===== config.mk =====
export PLATFORM = sky130hd
export DESIGN_NAME = roll_ctrl
export DESIGN_NICKNAME = d
export VERILOG_FILES = /design/src/rtl/btn_debounce.sv /design/src/rtl/roll_ctrl.sv
export SDC_FILE = /design/constraint.sdc
export NUM_CORES = 1
export LEC_CHECK = 0
export CORE_MARGIN = 2
export CORE_UTILIZATION = 45
export CTS_BUF_LIST = sky130_fd_sc_hd__clkbuf_16
export CTS_CLUSTER_DIAMETER = 100
export DETAILED_ROUTE_END_ITERATION = 8
export DONT_BUFFER_PORTS = 1
export GPL_TIMING_DRIVEN = 0
export PLACE_DENSITY_LB_ADDON = 0.12
export SLEW_MARGIN = 20
export SYNTH_ARGS = -nofsm -noshare
export SYNTH_HDL_FRONTEND = slang
export SYNTH_HIERARCHICAL = 1
export SYNTH_SLANG_ARGS = --single-unit
export TNS_END_PERCENT = 50

===== constraint.sdc =====
create_clock -name clk -period 8.2 [get_ports clk]
set_input_delay 2.05 -clock clk [delete_from_list [all_inputs] [get_ports clk]]
set_output_delay 2.05 -clock clk [all_outputs]
set_load 0.05 [all_outputs]

===== src/rtl/btn_debounce.sv =====
// Button conditioner: 2-FF synchroniser, stability counter, press-edge detect.
// o_level is the debounced pressed state; o_press pulses on each accepted press.
module btn_debounce #(
  parameter int unsigned DB_CYCLES = 500_000
) (
  input  logic clk,
  input  logic rst,
  input  logic i_btn_n,
  output logic o_level,
  output logic o_press
);

  localparam int unsigned CW = $clog2(DB_CYCLES + 1);

  logic [1:0]    sync_q;
  logic          level_q;
  logic          press_q;
  logic [CW-1:0] cnt_q;
  logic          differ;
  logic          expire;

  assign differ = (sync_q[1] != level_q);
  assign expire = (cnt_q == CW'(DB_CYCLES - 1));

  // level_q tracks the active-low pin: 1 = released
  always_ff @(posedge clk) begin
    if (rst) begin
      sync_q  <= 2'b11;
      level_q <= 1'b1;
      cnt_q   <= '0;
      press_q <= 1'b0;
    end else begin
      sync_q  <= {sync_q[0], i_btn_n};
      press_q <= level_q && differ && expire;
      if (!differ) begin
        cnt_q <= '0;
      end else if (expire) begin
        cnt_q   <= '0;
        level_q <= ~level_q;
      end else begin
        cnt_q <= cnt_q + CW'(1);
      end
    end
  end

  assign o_level = ~level_q;
  assign o_press = press_q;

endmodule


===== src/rtl/roll_ctrl.sv =====
// Dice-roll sequencer: a debounced press steps the LFSR NUM_STEPS times
// at a decelerating rate, latching each new value for the display.
module roll_ctrl #(
  parameter int unsigned W_DATA     = 16,
  parameter int unsigned DB_CYCLES  = 500_000,
  parameter int unsigned STEP_START = 1_000_000,
  parameter int unsigned STEP_INC   = 500_000,
  parameter int unsigned NUM_STEPS  = 16
) (
  input  logic              clk,
  input  logic              rst,
  input  logic              i_btn_n,
  input  logic [W_DATA-1:0] i_lfsr,
  output logic              o_lfsr_en,
  output logic [W_DATA-1:0] o_data,
  output logic              o_busy,
  output logic              o_done
);

  localparam int unsigned PW =
    $clog2(STEP_START + NUM_STEPS * STEP_INC + 1);
  localparam int unsigned SW = $clog2(NUM_STEPS + 1);

  typedef enum logic {
    IDLE = 1'b0,
    ROLL = 1'b1
  } state_e;

  state_e            state_q, state_d;
  logic [PW-1:0]     timer_q, timer_d;
  logic [PW-1:0]     period_q, period_d;
  logic [SW-1:0]     step_q, step_d;
  logic [W_DATA-1:0] data_q, data_d;
  logic              cap_q;
  logic              press;
  logic              level;
  logic              last;

  btn_debounce #(
    .DB_CYCLES(DB_CYCLES)
  ) u_db (
    .clk     (clk),
    .rst     (rst),
    .i_btn_n (i_btn_n),
    .o_level (level),
    .o_press (press)
  );

  assign last = (step_q == SW'(NUM_STEPS));

  always_comb begin
    state_d   = state_q;
    timer_d   = timer_q;
    period_d  = period_q;
    step_d    = step_q;
    data_d    = data_q;
    o_lfsr_en = 1'b0;
    o_done    = 1'b0;
    unique case (state_q)
      IDLE: begin
        if (press && level) begin
          state_d  = ROLL;
          timer_d  = '0;
          period_d = PW'(STEP_START);
          step_d   = '0;
        end
      end
      ROLL: begin
        // once all steps are issued, wait only for the final capture
        if (!last && timer_q == period_q - PW'(1)) begin
          o_lfsr_en = 1'b1;
          timer_d   = '0;
          period_d  = period_q + PW'(STEP_INC);
          step_d    = step_q + SW'(1);
        end else begin
          timer_d = timer_q + PW'(1);
        end
        if (cap_q && last) begin
          o_done  = 1'b1;
          state_d = IDLE;
        end
      end
      default: state_d = IDLE;
    endcase
    if (cap_q) begin
      data_d = i_lfsr;
    end
  end

  always_ff @(posedge clk) begin
    if (rst) begin
      state_q  <= IDLE;
      timer_q  <= '0;
      period_q <= '0;
      step_q   <= '0;
      data_q   <= '0;
      cap_q    <= 1'b0;
    end else begin
      state_q  <= state_d;
      timer_q  <= timer_d;
      period_q <= period_d;
      step_q   <= step_d;
      data_q   <= data_d;
      cap_q    <= o_lfsr_en;
    end
  end

  assign o_data = data_q;
  assign o_busy = (state_q == ROLL);

endmodule


==> run metrics, run 1 <==
run status complete, no violations; Post-Route WL 12,100 um; die area 0.0119 mm^2; post-route cell area 0.00542 mm^2; Overall Power 0.831 mW; Worst Setup Start Kind register; initial DRC count 264; DP HPWL 8710 um; Storage cell area 0.00178 mm^2; setup_tns 0 ns; CTS Root Buffer Type clkbuf_16; Final Setup Violations 0; chip height 109 um; DR WL met2 5460 um; r2r endpoint period_q[19]$_SDFFE_PP0P_; Clock Sinks 89; Clock Pin Slew Worst Setup and Hold Paths 0.07 ns; largest family of logic cells by synthesized area simple AND/OR/NAND/NOR gates; die width 109 um; Netlist cell types 69; worst slew pin tran 0.920 ns; Hold WC Path Type reg -> reg; Post-synth EDFFs 0; Max VDD drop 0.130 mV; final hold violations 0; Critical R2R Launch period_q[5]$_SDFFE_PP0P_; worst-skew pair later-pin latency 0.35 ns; GPL Wtd Cong 0.932; Fin Clk Skew 0.00601 ns; Crit. Startpoint period_q[5]$_SDFFE_PP0P_; unrepaired setup endpoints after global routing no; M1 wire length 5760 um; R2R depth 11; number of synthesized register bits 89; antenna cells 0; Post-Syn Area per Cell 8.37 um^2; Via density 5.90; layout overhead on the synthesized area 8.99%; Clock power frac 0.465; CTS H-tree lvls 3; XOR/XNOR Fraction of Synth Area 0.0740; register share of total power 0.521; fillers 1,022; PwrDens 153 mW/mm^2; Total GRT Usage 0.216; DR DRC count 0; Max FO, Critical Path 8; Max Root-Sink Buffers 2; CTS Hold Bufs 0; Place WS 2.75 ns; final worst slack 2.40 ns; first-pass GRT wire length 20,000 um; post-synth top area share 0.359; post-synthesis compound-gate area fraction 0.132; top_reg_cell synth dfxtp_1; IO buf count 0; worst setup path end o_lfsr_en; syn nets 621; Placed Area 0.00514 mm^2; flop2flop setup slack 4.50 ns; Worst EP required 6.15 ns; largest net degree at the start of global routing 16; initial antenna violation count 0; async set-reset flop share out of synthesis 0; Post-Synth Simple-Gate Area 0.309; register area share after synthesis 0.359; total number of vias 4,428; leak pwr 1.96 nW; main area contributors after synthesis dfxtp_1 (36%), nor2_1 (5.3%), xnor2_1 (5.3%); Top Metal Used met4; Hold Path Depth 1; Initial DRT Pass Iterations 5; post-CTS sizing 0; Setup Buffers After CTS 0; CTS buffer count 9; Layout Nets 632; hold_ws 0.412 ns; fin crit period 5.80 ns; number of I/O pins 38; metal3 WL 595 um; Sw Pwr 0.190 mW; CP Capture Type output pin; area leader, netlist dfxtp_1; cell-internal power 0.641 mW; fmax 173 MHz; Syn Inst Count 594; fin. max-slew vios 0; post-synthesis mux area share 0.0504; ANT nets after route 0; CP arrival 3.75 ns; Net Sw Frac 0.229; Initial Utilization 0.460; gr ovfl total 0; Core Area 0.0108 mm^2; share of layout cells above drive strength 1 0.0820; number of global-route vias before repair 4,078; Multi-input gate area 0.00291 mm^2; max cap viols 0; final period utilization 0.707; row count 38; Logic pwr share 0.014; Worst slew margin 0.378; WL/cell 16.1 um; post-synthesis adder-cell area fraction 0.0201; Crit Path Category reg -> out; Ys Warns 6; TritonCTS clock tree done; synthesized cell area 0.00497 mm^2
[synthesized netlist by cell type, types with 3 or more instances]
| master | instances |
|---|---|
| o21ai_0 | 17 |
| a31oi_1 | 6 |
| buf_6 | 6 |
| buf_2 | 4 |
| nand4b_1 | 5 |
| or2_2 | 6 |
| xor2_1 | 12 |
| nor3_1 | 21 |
| nor4_1 | 8 |
| clkbuf_1 | 19 |
| nor3b_1 | 3 |
| and4_1 | 6 |
| and3_1 | 20 |
| xnor2_1 | 30 |
| o21a_1 | 3 |
| a31o_2 | 3 |
| nor2_1 | 70 |
| nand2_1 | 32 |
| nand3_1 | 42 |
| or4_1 | 13 |
| a22o_1 | 4 |
| dfxtp_1 | 89 |
| o31ai_1 | 10 |
| inv_1 | 26 |
| or3_1 | 3 |
| or4_4 | 3 |
| nand2b_1 | 3 |
| nand4_1 | 19 |
| a21oi_1 | 28 |
| nand3b_1 | 3 |
| mux2i_1 | 25 |
| ha_1 | 8 |
[worst max-delay path, stage by stage (launching register included)]
cell       delay (ns)
dfxtp_1          0.32
buf_6            0.13
inv_1            0.05
ha_1             0.26
or3b_2           0.56
o31ai_1          0.29
nand4b_1         0.19
a2111oi_0        0.31
and4b_2          0.37
nand4_1          0.35
inv_1            0.56
[area by class of cell]
class / count / area share
buffer: 32 / 0.0321
clock buffer: 9 / 0.0416
clock inverter: 7 / 0.00855
inverter: 27 / 0.0187
multi-input combinational: 446 / 0.538
sequential: 89 / 0.329
tap: 140 / 0.0323
[sequential cells by signal (all words and copies together) (netlist names)]
signal / cells
timer_q: 24
period_q: 19
u_db/cnt_q: 19
o_data: 16
step_q: 5
u_db/sync_q: 2
cap_q: 1
o_busy: 1
u_db/level_q: 1
u_db/o_press: 1
[through the flow]
step	std cells	util
finish	750	0.502
global route	750	0.502
CTS	750	0.502
detailed placement	734	0.477
global placement	734	0.477
floorplan	594	-
[routing by layer]
layer  track usage  vias up
li1              -     2174
met1         0.293     2101
met2         0.335      136
met3        0.0412       17
met4        0.0925        0
met5             0        -
[worst min-delay path by stage]
stage	start	to	slack [ns]
detailed placement	u_db/sync_q[0]$_SDFF_PP1_	u_db/sync_q[1]$_SDFF_PP1_	0.40
CTS	u_db/sync_q[0]$_SDFF_PP1_	u_db/sync_q[1]$_SDFF_PP1_	0.41
floorplan	u_db/sync_q[0]$_SDFF_PP1_	u_db/sync_q[1]$_SDFF_PP1_	0.39
global route	u_db/sync_q[0]$_SDFF_PP1_	u_db/sync_q[1]$_SDFF_PP1_	0.44
global placement	u_db/sync_q[0]$_SDFF_PP1_	u_db/sync_q[1]$_SDFF_PP1_	0.39
finish	u_db/sync_q[0]$_SDFF_PP1_	u_db/sync_q[1]$_SDFF_PP1_	0.41
[layout by cell type (no fill, tap or decap), types with 3 or more instances in the layout]
cell	n
buf_6	6
nand4b_1	5
nor4_1	8
buf_2	4
and3_1	20
or4_1	13
ha_1	8
o21a_1	3
clkbuf_1	19
nand2_1	32
xor2_1	12
nor3b_1	3
a22o_1	4
a21oi_1	28
a31oi_1	6
dfxtp_1	89
nand3_1	42
o21ai_0	17
nor2_1	70
nand3b_1	3
or4_4	3
o31ai_1	10
and4_1	6
xnor2_1	30
clkbuf_16	9
a31o_2	3
or3_1	3
inv_1	27
nand4_1	19
or2_2	6
mux2i_1	25
nor3_1	21
nand2b_1	3
[power groups by stage]
stage,combinational (mW),sequential (mW),clock (mW)
floorplan,0.00813,0.443,0
global placement,0.0117,0.443,0
detailed placement,0.0119,0.443,0
CTS,0.0119,0.433,0.396
global route,0.0133,0.433,0.416
finish,0.0119,0.433,0.386
[kinds of logic after synthesis]
family,Yosys count
simple gates,275
flops,89
xor+xnor,42
fa+ha+maj,8
buf+inv,59
compound gates,96
mux,25
(Power assumes the default switching activity.)
==> run 2, diff against run 1 <==
==> constraint.sdc (replaced) <==
create_clock -name clk -period 5.6 [get_ports clk]
set_input_delay 1.4 -clock clk [delete_from_list [all_inputs] [get_ports clk]]
set_output_delay 1.4 -clock clk [all_outputs]
set_load 0.05 [all_outputs]
==> results of run 2 <==
Same layout as run 1 (identical final DEF). Status: complete, no violations.
Main changes from that run: setup slack after placement 2.75 ns -> 0.803 ns; setup slack after layout 2.40 ns -> 0.454 ns; register-to-register setup slack 4.50 ns -> 1.90 ns; total power 0.831 mW -> 1.22 mW; worst IR drop on VDD 0.130 mV -> 0.191 mV
==> run 3, diff against run 2 <==
--- a/config.mk
+++ b/config.mk
@@ -5,6 +5,7 @@
 export SDC_FILE = /design/constraint.sdc
 export NUM_CORES = 1
 export LEC_CHECK = 0
+export ABC_AREA = 1
 export CORE_MARGIN = 2
 export CORE_UTILIZATION = 45
 export CTS_BUF_LIST = sky130_fd_sc_hd__clkbuf_16
@@ -12,6 +13,7 @@
 export DETAILED_ROUTE_END_ITERATION = 8
 export DONT_BUFFER_PORTS = 1
 export GPL_TIMING_DRIVEN = 0
+export MAX_ROUTING_LAYER = met4
 export PLACE_DENSITY_LB_ADDON = 0.12
 export SLEW_MARGIN = 20
 export SYNTH_ARGS = -nofsm -noshare
==> run 3 against run 2 <==
Net effect: via count grew 22%; setup slack gained 0.74 ns; critical path depth grew 3; synthesized cell count grew 47%; combinational power shrank 8%; global-route usage grew 1.4 points; highest routed layer unchanged; clock skew grew 0.0029 ns; worst hold slack gained 0.0083 ns; area after synthesis grew 13%; die area grew 12%; register-to-register slack gained 0.64 ns.
==> run metrics, run 3 <==
Sw Pwr 0.301 mW; Post-Route WL 14,200 um (+18%); number of synthesized register bits 89 (unchanged); CTS Hold Bufs 0 (unchanged); Overall Power 1.25 mW; area leader, netlist dfxtp_1; register share of total power 0.508 (-0.013); syn nets 902 (+45%); layout overhead on the synthesized area 9.16%; leak pwr 2.66 nW (+36%); worst-skew pair later-pin latency 0.35 ns (about the same); hold_ws 0.420 ns (+0.00835 ns); Ys Warns 6 (unchanged); fin crit period 4.40 ns; final period utilization 0.786; DR DRC count 0 (unchanged); post-CTS sizing 0 (unchanged); Place WS 1.57 ns; Netlist cell types 38 (-45%); Clock Sinks 89 (unchanged); Core Area 0.0121 mm^2 (+12%); Total GRT Usage 0.230 (+0.0142); initial DRC count 371 (+41%); DR WL met2 6270 um (+15%); number of global-route vias before repair 5,004 (+23%); slowest stage delay, CP 0.72 ns (+0.16 ns); final hold violations 0 (unchanged); Via density 5.11 (-14%); Cell Count, Final, Fillers Out 1,061 (+41%); max cap viols 0 (unchanged); R2R depth 17 (+6); first-pass GRT wire length 23,800 um (+19%); Worst EP required 4.20 ns; die width 116 um (+6.0%); antenna cells 0 (unchanged); die area 0.0134 mm^2 (+12%); Layout Nets 915 (+45%); worst slew pin tran 0.912 ns (-0.00865 ns); setup_tns 0 ns (unchanged); CTS buffer count 9 (unchanged); fmax 227 MHz; CP Capture Type output pin; main area contributors after synthesis dfxtp_1 (32%), nand2_1 (16%), nor2_1 (9.1%); chip height 116 um (+6.0%); run status complete, no violations; cell-internal power 0.946 mW; fillers 1,284 (+26%); synthesized cell area 0.00561 mm^2 (+13%); final worst slack 1.20 ns; Hold WC Path Type reg -> reg; most used cell, CP nor2_1; Worst Hold Launch u_db/sync_q[0]$_SDFF_PP1_; TritonCTS clock tree done; Crit Path Category reg -> out; gr ovfl total 0 (unchanged); Clock power frac 0.479 (+0.014); fin. max-slew vios 0 (unchanged); GPL Wtd Cong 0.937 (+0.58%); count leader, synth nand2_1; dpl cells 1,045 (+42%); most frequent cells after synthesis nand2_1 (232), nor2_1 (136), inv_1 (101), dfxtp_1 (89), nand3_1 (61); Max FO, Critical Path 6 (-2); metal3 WL 917 um (+54%); M1 wire length 6840 um (+19%); r2r endpoint step_q[1]$_SDFFE_PP0P_; Syn Inst Count 875 (+47%); top_reg_cell synth dfxtp_1; PwrDens 204 mW/mm^2; post-synth top area share 0.318 (-0.0410); share of layout cells above drive strength 1 0.0985 (+0.0166); unrepaired setup endpoints after global routing no; most frequent cells in the layout nand2_1 (232), nor2_1 (136), inv_1 (101); Post-synth EDFFs 0 (unchanged); Critical R2R Launch period_q[5]$_SDFFE_PP0P_; ANT nets after route 0 (unchanged); Fin Clk Skew 0.00896 ns (+0.00295 ns); Placed Area 0.00584 mm^2 (+13%); Logic pwr share 0.013 (about the same); Crit. Startpoint period_q[5]$_SDFFE_PP0P_; Worst Setup Start Kind register; largest net degree at the start of global routing 18 (+2); post-route cell area 0.00613 mm^2 (+13%); largest registers timer_q (24), period_q (19), u_db/cnt_q (19); Initial Utilization 0.463 (+0.00286); sequence of cells on the critical path inv_2, ha_1, nand2_1, inv_1, nor2_1, nand2_1, nor2_1, nand3_1, nor2_1, nand3_2, nor2_4, nand3_4, nor2_2; CP arrival 3.00 ns (-0.75 ns); WL/cell 13.4 um (-17%); IO buf count 0 (unchanged); Clock Pin Slew Worst Setup and Hold Paths 0.07 ns (about the same); max reg flops 24 (unchanged); Post-Syn Area per Cell 6.41 um^2 (-23%); Initial DRT Pass Iterations 5 (unchanged); register area share after synthesis 0.318 (-0.0410); Max VDD drop 0.160 mV; Core Util, Final 0.506 (+0.00393); initial antenna violation count 0 (unchanged); Net Sw Frac 0.242; number of I/O pins 38 (unchanged); CTS Root Buffer Type clkbuf_16; commonest non-fill, non-tap cell in the layout nand2_1; total number of vias 5,417 (+22%); Max Root-Sink Buffers 2 (unchanged); row count 40 (+5.3%); Setup Buffers After CTS 0 (unchanged); Final Setup Violations 0 (unchanged); async set-reset flop share out of synthesis 0 (unchanged); worst setup path end o_lfsr_en; Worst slew margin 0.392 (+0.0135); flop2flop setup slack 2.54 ns; CTS H-tree lvls 3 (unchanged); CP max-delay cell nor2_2; register with the most flip-flops timer_q; Top Metal Used met4; DP HPWL 10,800 um (+23%)
## run 3: worst max-delay path, delay by kind of cell (launching register included)
family        cells  cell delay, ns
simple gates     10            1.71
fa+ha+maj         1            0.35
flops             1            0.45
buf+inv           2            0.13
## run 3: power by group through the flow
stage / logic, mW / clock network, mW / registers (mW)
6_report: 0.0160 / 0.597 / 0.633
5_1_grt: 0.0177 / 0.635 / 0.633
4_1_cts: 0.0159 / 0.610 / 0.633
3_5_place_dp: 0.0160 / 0 / 0.648
3_3_place_gp: 0.0156 / 0 / 0.648
2_1_floorplan: 0.0105 / 0 / 0.648
## run 3: cell type report
cell class              instances  area, um^2  area share
clock buffers                   9         225      0.0368
well taps                     168         210      0.0343
repair buffers                  2        11.3     0.00184
inverters                     107         402      0.0656
flip-flops and latches         89        1780       0.291
plain buffers                  33         181      0.0296
multi-input cells             646        3250       0.531
clock inverters                 7        62.6      0.0102
## run 3: worst min path at each step
stage                                end  slack [ns]  depth (start not counted)
6_report       u_db/sync_q[1]$_SDFF_PP1_        0.42                          1
5_1_grt        u_db/sync_q[1]$_SDFF_PP1_        0.44                          1
4_1_cts        u_db/sync_q[1]$_SDFF_PP1_        0.42                          1
3_5_place_dp   u_db/sync_q[1]$_SDFF_PP1_        0.41                          1
3_3_place_gp   u_db/sync_q[1]$_SDFF_PP1_        0.42                          1
2_1_floorplan  u_db/sync_q[1]$_SDFF_PP1_        0.39                          1
## run 3: cell families (layout without fill, tap and decap cells)
group	after synthesis	count (layout)	synth area share
compound gates	88	88	0.0883
fa+ha+maj	8	8	0.0178
simple gates	508	508	0.407
flops	89	89	0.318
xor+xnor	42	42	0.0656
buf+inv	140	158	0.104
## run 3: metal layers
layer / vias to the layer above / track usage
li1: 2780 / -
met1: 2469 / 0.309
met2: 147 / 0.349
met3: 21 / 0.0492
met4: 0 / 0.0690
met5: - / -
